`config.mk`:
```
export PLATFORM = sky130hd
export DESIGN_NAME = sfr_bank
export DESIGN_NICKNAME = d
export VERILOG_FILES = /design/src/rtl/sfr_bank.sv
export SDC_FILE = /design/constraint.sdc
export NUM_CORES = 1
export LEC_CHECK = 0
export CELL_PAD_IN_SITES_DETAIL_PLACEMENT = 1
export CELL_PAD_IN_SITES_GLOBAL_PLACEMENT = 1
export CORE_AREA = 8 8 326 328
export DETAILED_ROUTE_END_ITERATION = 8
export DIE_AREA = 0 0 334 336
export PLACE_DENSITY = 0.46
export SYNTH_ARGS = -nofsm -noshare
export SYNTH_HDL_FRONTEND = slang
export SYNTH_SLANG_ARGS = --single-unit
export TNS_END_PERCENT = 20
```
`constraint.sdc`:
```
create_clock -name sys_clk -period 1.3 [get_ports sys_clk]
set_input_delay 0.13 -clock sys_clk [delete_from_list [all_inputs] [get_ports sys_clk]]
set_output_delay 0.13 -clock sys_clk [all_outputs]
set_load 0.01 [all_outputs]
```
`src/rtl/sfr_bank.sv`:
```
// Parametrised SFR bank: RW, W1C sticky and RO status bits, one-edge registered ack.
// No backpressure: one request per enabled cycle; hardware set/update inputs act on every enabled edge.
module sfr_bank #(
  parameter int SFR_WIDTH  = 32,
  parameter int SFR_NUM    = 8,
  parameter int ADDR_WIDTH = $clog2(SFR_NUM),
  parameter logic [SFR_NUM*SFR_WIDTH-1:0] RST_VAL  = '0,
  parameter logic [SFR_NUM*SFR_WIDTH-1:0] WR_MASK  = '1,
  parameter logic [SFR_NUM*SFR_WIDTH-1:0] W1C_MASK = '0
) (
  input  logic                             sys_clk,
  input  logic                             sys_rst_n,
  input  logic                             sys_clk_en,
  input  logic                             sfr_req,
  input  logic                             sfr_wen,
  input  logic [ADDR_WIDTH-1:0]            sfr_addr,
  input  logic [SFR_WIDTH/8-1:0]           sfr_be,
  input  logic [SFR_WIDTH-1:0]             sfr_din,
  output logic [SFR_WIDTH-1:0]             sfr_dout,
  output logic                             sfr_ack,
  output logic                             sfr_err,
  input  logic [SFR_NUM*SFR_WIDTH-1:0]     hw_set,
  input  logic [SFR_NUM-1:0]               hw_upd_en,
  input  logic [SFR_NUM*SFR_WIDTH-1:0]     hw_upd_din,
  output logic [SFR_NUM*SFR_WIDTH-1:0]     sfr_q
);

  localparam int NB    = SFR_WIDTH / 8;
  localparam int TOTAL = SFR_NUM * SFR_WIDTH;
  localparam logic [TOTAL-1:0] RO_MASK = ~(WR_MASK | W1C_MASK);

  if ((WR_MASK & W1C_MASK) != '0) begin : g_mask_overlap
    $error("sfr_bank: WR_MASK and W1C_MASK overlap");
  end
  if ((SFR_WIDTH % 8) != 0 || SFR_WIDTH < 8) begin : g_bad_width
    $error("sfr_bank: SFR_WIDTH must be a non-zero multiple of 8");
  end
  if (SFR_NUM < 2 || SFR_NUM > 64) begin : g_bad_num
    $error("sfr_bank: SFR_NUM must be in 2..64");
  end

  logic [TOTAL-1:0]     regs_q, regs_d;
  logic [SFR_WIDTH-1:0] dout_q, dout_d;
  logic                 ack_q, ack_d;
  logic                 err_q, err_d;

  logic [31:0]          addr_ext;
  logic                 addr_ok;
  logic                 sw_wr;
  logic                 sw_rd;
  logic [SFR_WIDTH-1:0] be_bits;
  logic [SFR_WIDTH-1:0] rd_sel;
  logic [SFR_WIDTH-1:0] cur;
  logic [SFR_WIDTH-1:0] wmask;
  logic [SFR_WIDTH-1:0] clr;
  logic [SFR_WIDTH-1:0] nxt;

  always_comb begin
    addr_ext = 32'(sfr_addr);
    addr_ok  = addr_ext < 32'(SFR_NUM);
    sw_wr    = sfr_req && sfr_wen && addr_ok;
    sw_rd    = sfr_req && !sfr_wen && addr_ok;
    be_bits  = '0;
    for (int k = 0; k < NB; k++) begin
      be_bits[k*8 +: 8] = {8{sfr_be[k]}};
    end
  end

  // Per-register next state; the read mux uses the pre-update value.
  always_comb begin
    regs_d = regs_q;
    rd_sel = '0;
    cur    = '0;
    wmask  = '0;
    clr    = '0;
    nxt    = '0;
    for (int i = 0; i < SFR_NUM; i++) begin
      cur   = regs_q[i*SFR_WIDTH +: SFR_WIDTH];
      wmask = (sw_wr && addr_ext == 32'(i)) ? be_bits : '0;
      clr   = wmask & sfr_din;
      nxt   = (WR_MASK[i*SFR_WIDTH +: SFR_WIDTH] & ((wmask & sfr_din) | (~wmask & cur)))
            | (W1C_MASK[i*SFR_WIDTH +: SFR_WIDTH] & ((cur & ~clr) | hw_set[i*SFR_WIDTH +: SFR_WIDTH]))
            | (RO_MASK[i*SFR_WIDTH +: SFR_WIDTH]
               & (hw_upd_en[i] ? hw_upd_din[i*SFR_WIDTH +: SFR_WIDTH] : cur));
      regs_d[i*SFR_WIDTH +: SFR_WIDTH] = nxt;
      if (addr_ext == 32'(i)) begin
        rd_sel = cur;
      end
    end
  end

  always_comb begin
    ack_d  = sfr_req;
    err_d  = sfr_req && !addr_ok;
    dout_d = sw_rd ? rd_sel : '0;
  end

  always_ff @(posedge sys_clk) begin
    if (!sys_rst_n) begin
      regs_q <= RST_VAL;
      dout_q <= '0;
      ack_q  <= 1'b0;
      err_q  <= 1'b0;
    end else if (sys_clk_en) begin
      regs_q <= regs_d;
      dout_q <= dout_d;
      ack_q  <= ack_d;
      err_q  <= err_d;
    end
  end

  assign sfr_dout = dout_q;
  assign sfr_ack  = ack_q;
  assign sfr_err  = err_q;
  assign sfr_q    = regs_q;

endmodule

```
# After elaboration in Yosys (flattened, before gate mapping)
# Cells that the tools add are included.
# word_totals
reg_bits	289
in_bits	564
output_inout_bits	290
wordCells	71
# op_classes
n_eq_ne	7
mux	17
bitwise_logic	32
reduce_logical	12
# op_table
op	count
32-bit two-way mux	17
32-bit AND	16
32-bit NOT	8
32-bit OR	8
32-bit zero test	1
3-bit == test (second input constant)	4
1-bit logical AND	10
3-bit by 2-bit == test with 1-bit output (second input constant)	2
3-bit by 1-bit == test with 1-bit output (second input constant)	1
1-bit zero test	1

# Depth between registers and ports, before layout
# depth
word_depth	10
mapped_depth	7
mapped_depth_nobuf	4

# Worst setup path after synthesis
# Ideal clock, no wire load.
# synth_timing
path_type	input -> register
startpoint	input port sfr_addr[2]
endpoint	register with a tool-made name
setup_ns	0.117
arrival_time_ns	1.311
required_time_ns	1.183
setup_slack_ns	-0.128
cell_stages	7
n_path_buf	3
cell_sequence	buf_2 nand3b_4 or4_1 buf_2 buf_6 nand3_1 o21ai_1
# synth_rtl
item	line_no	text
from (decl)	16	input logic [ADDR_WIDTH-1:0] sfr_addr,

==> results.md <==
* Root Buffer: clkbuf_16
* Crit. End Element: primary output
* Critical path cell sequence: buf_6 -> buf_12
* CTS buffer count at 40
* Leak at 8.63 nW
* Placer Congestion at 0.804
* Post-DP HPWL at 62200 um
* GRT overflow at 0
* Final min period at 1310 ps
* CP required at 1170 ps
* Layout area overhead at 53.3%
* Clock tree buffer depth at 3
* Post-DRT Antenna Nets at 0
* Area leader, netlist: dfxtp_1
* Setup WS pre-CTS at -710 ps
* Iter 0 DRT Violations at 663
* RSZ-0062 raised after global routing: true
* DRT Pass-1 Iters at 5
* Yosys cell types at 43
* Buffers on Ports at 332
* Slack of the critical path at -6.99 ps
* Syn Nets at 2057
* Vert. Die Dim at 336 um
* Commonest non-fill, non-tap cells in the layout: buf_4 (196), nand2_1 (163), mux2i_1 (161)
* Avg Inst Size Synth at 9.09 um2
* Share of layout cells above drive strength 1 at 42.2%
* Crit-path slowest cell: dfxtp_2
* CP max stage delay at 340 ps
* Core Region at 101000 um2
* Routed vias/inst at 4.02
* Final wirelength at 79000 um
* GRT Overall Usage at 13.7%
* Async SR Flop Fraction at 0%
* Initial core utilization at 13.4%
* Cell row count at 117
* Worst Path Arrival at 1180 ps
* Tot Pwr at 22.3 mW
* Top_reg_cell synth: dfxtp_1
* Max Freq at 765 MHz
* Hold Path Class: input port to flip-flop
* Failing checks: setup timing
* Vias in the first global route at 14.3k
* Clk_lat worst skew at 570 ps
* Cell Area, Synth at 13600 um2
* CTS clk-pin slew, worst paths at 60 ps
* Top Ports at 854
* Most common cell after layout, fill and taps aside: buf_4
* Status: finished, violations left
* Final slew viol count at 0
* Worst path bufs/invs at 2
* Final Core Density at 20.6%
* Worst VDD drop at 0.000962 V
* Critical Path Fanout Max at 3
* Main area contributors after synthesis: dfxtp_1 (43%), mux2i_1 (12%), nor2b_1 (6.0%)
* Antenna violations before repair at 7
* Synthesized flop and latch total at 289
* Post-synth EDFFs at 0
* Layout fillers at 11.8k
* Final instance area at 20800 um2
* First-pass GRT wire length at 112000 um
* Post-route clock period utilization at 101%
* Vias at 13.2k
* Synth Warn # at 0
* Die area at 112000 um2
* Min Hold Slack at 192 ps
* # setup viols final at 2
* Placed cell areas at 20200 um2
* Clock Sinks at 289
* Yosys top cell area share at 42.6%
* CP delay by family, top: flip-flops
* Final Hold Fails at 0
* DR DRC count at 0
* Die width at 334 um
* Power Dens Cells at 1070 nW/um2
* Crit path kind: flip-flop to primary output
* Clock Skew at 25.5 ps
* Cells after Synth at 1493
* Final nets at 2513
* Critical Path Source Type: flip-flop
* CTS tree: done
* Largest net degree at the start of global routing at 96
* H-tree depth at 2
* Sequential share of the synthesized area at 42.6%
* Max-cap violation count at 0
* Wirelength per Cell at 24.0 um
[layer usage]
metal	track usage, %	vias up	routed length [um]	part of all wire, %
li1	-	6196	-	-
met1	16.9	6609	34200	43
met2	22.7	340	36400	46
met3	4.55	88	6110	7.7
met4	3.63	4	2210	2.8
met5	0	-	27	0.034
[layout make-up]
class / instances / area, um2 / share of cell area, %
multi-input cells: 1078 / 7250 / 34.8
inverters: 5 / 18.8 / 0.0902
well taps: 1309 / 1640 / 7.88
repair buffers: 535 / 4490 / 21.6
diodes: 6 / 15.0 / 0.0722
clock buffers: 56 / 1130 / 5.44
flip-flops and latches: 289 / 6090 / 29.3
clock inverters: 14 / 170 / 0.818
[stage by stage]
stage / std cells / setup TNS, ps
finish: 3292 / -10.5
global route: 3286 / -293
CTS: 3285 / -9750
detailed placement: 3213 / -157410
global placement: 3213 / -137960
floorplan: 1493 / -5600
[path summary, 6_finish.rpt]
kind / from / end / slack [ps] / depth (start not counted)
setup / recovery: flip-flop / sfr_q[193] / -7 / 2
hold / removal: sfr_req / sfr_ack / 190 / 4
setup reg to reg: flip-flop / sfr_dout[31] / 10 / 3
hold reg to reg: sfr_dout[4] / sfr_dout[4] / 460 / 2
[where the power goes]
part	switching, mW	leakage (nW)	total [mW]	internal [mW]
logic	1.26	5.56	2.21	0.950
registers	0.0542	2.43	8.91	8.85
clock network	4.47	0.640	11.1	6.67
total	5.78	8.63	22.3	16.5
[what timing repair did]
item                                   in CTS  in global routing
pin swaps                                   1                  1
setup endpoints to repair                 329                332
setup buffers                               3                  1
endpoints found under the hold margin       5                  0
gates resized for setup                  1127                224
hold buffers                                1                  0
[Yosys cell counts (7+ instances only)]
| cell type | instances |
|---|---|
| or3_1 | 31 |
| nor2_1 | 103 |
| a31oi_1 | 31 |
| o31ai_1 | 31 |
| o21bai_1 | 31 |
| nor2b_1 | 130 |
| nand2_1 | 164 |
| o21ai_1 | 32 |
| buf_4 | 9 |
| o21ai_0 | 97 |
| o22ai_1 | 32 |
| nand3_1 | 64 |
| buf_6 | 9 |
| mux2_2 | 62 |
| nor3_4 | 8 |
| mux2i_1 | 161 |
| dfxtp_1 | 289 |
| buf_2 | 24 |
| a21boi_0 | 58 |
| clkbuf_1 | 72 |
| nand4_4 | 7 |
[worst min-delay path, stage by stage]
cell and delay, ps:
dlymetal6s2s_1 200, buf_4 200, mux2i_1 130, nor2b_1 50
[logic make-up (layout without fill, tap and decap cells)]
kind of cell / Yosys count / after routing / share of synthesized area [%]
AOI/OAI and AO/OA: 323 / 323 / 14.9
DFF: 289 / 289 / 42.6
muxes: 223 / 223 / 17.0
buffers and inverters: 126 / 610 / 4.46
other: 1 / 7 / 0.0276
and+or+nand+nor: 531 / 531 / 20.9
Power figures use the tool's default switching activity.
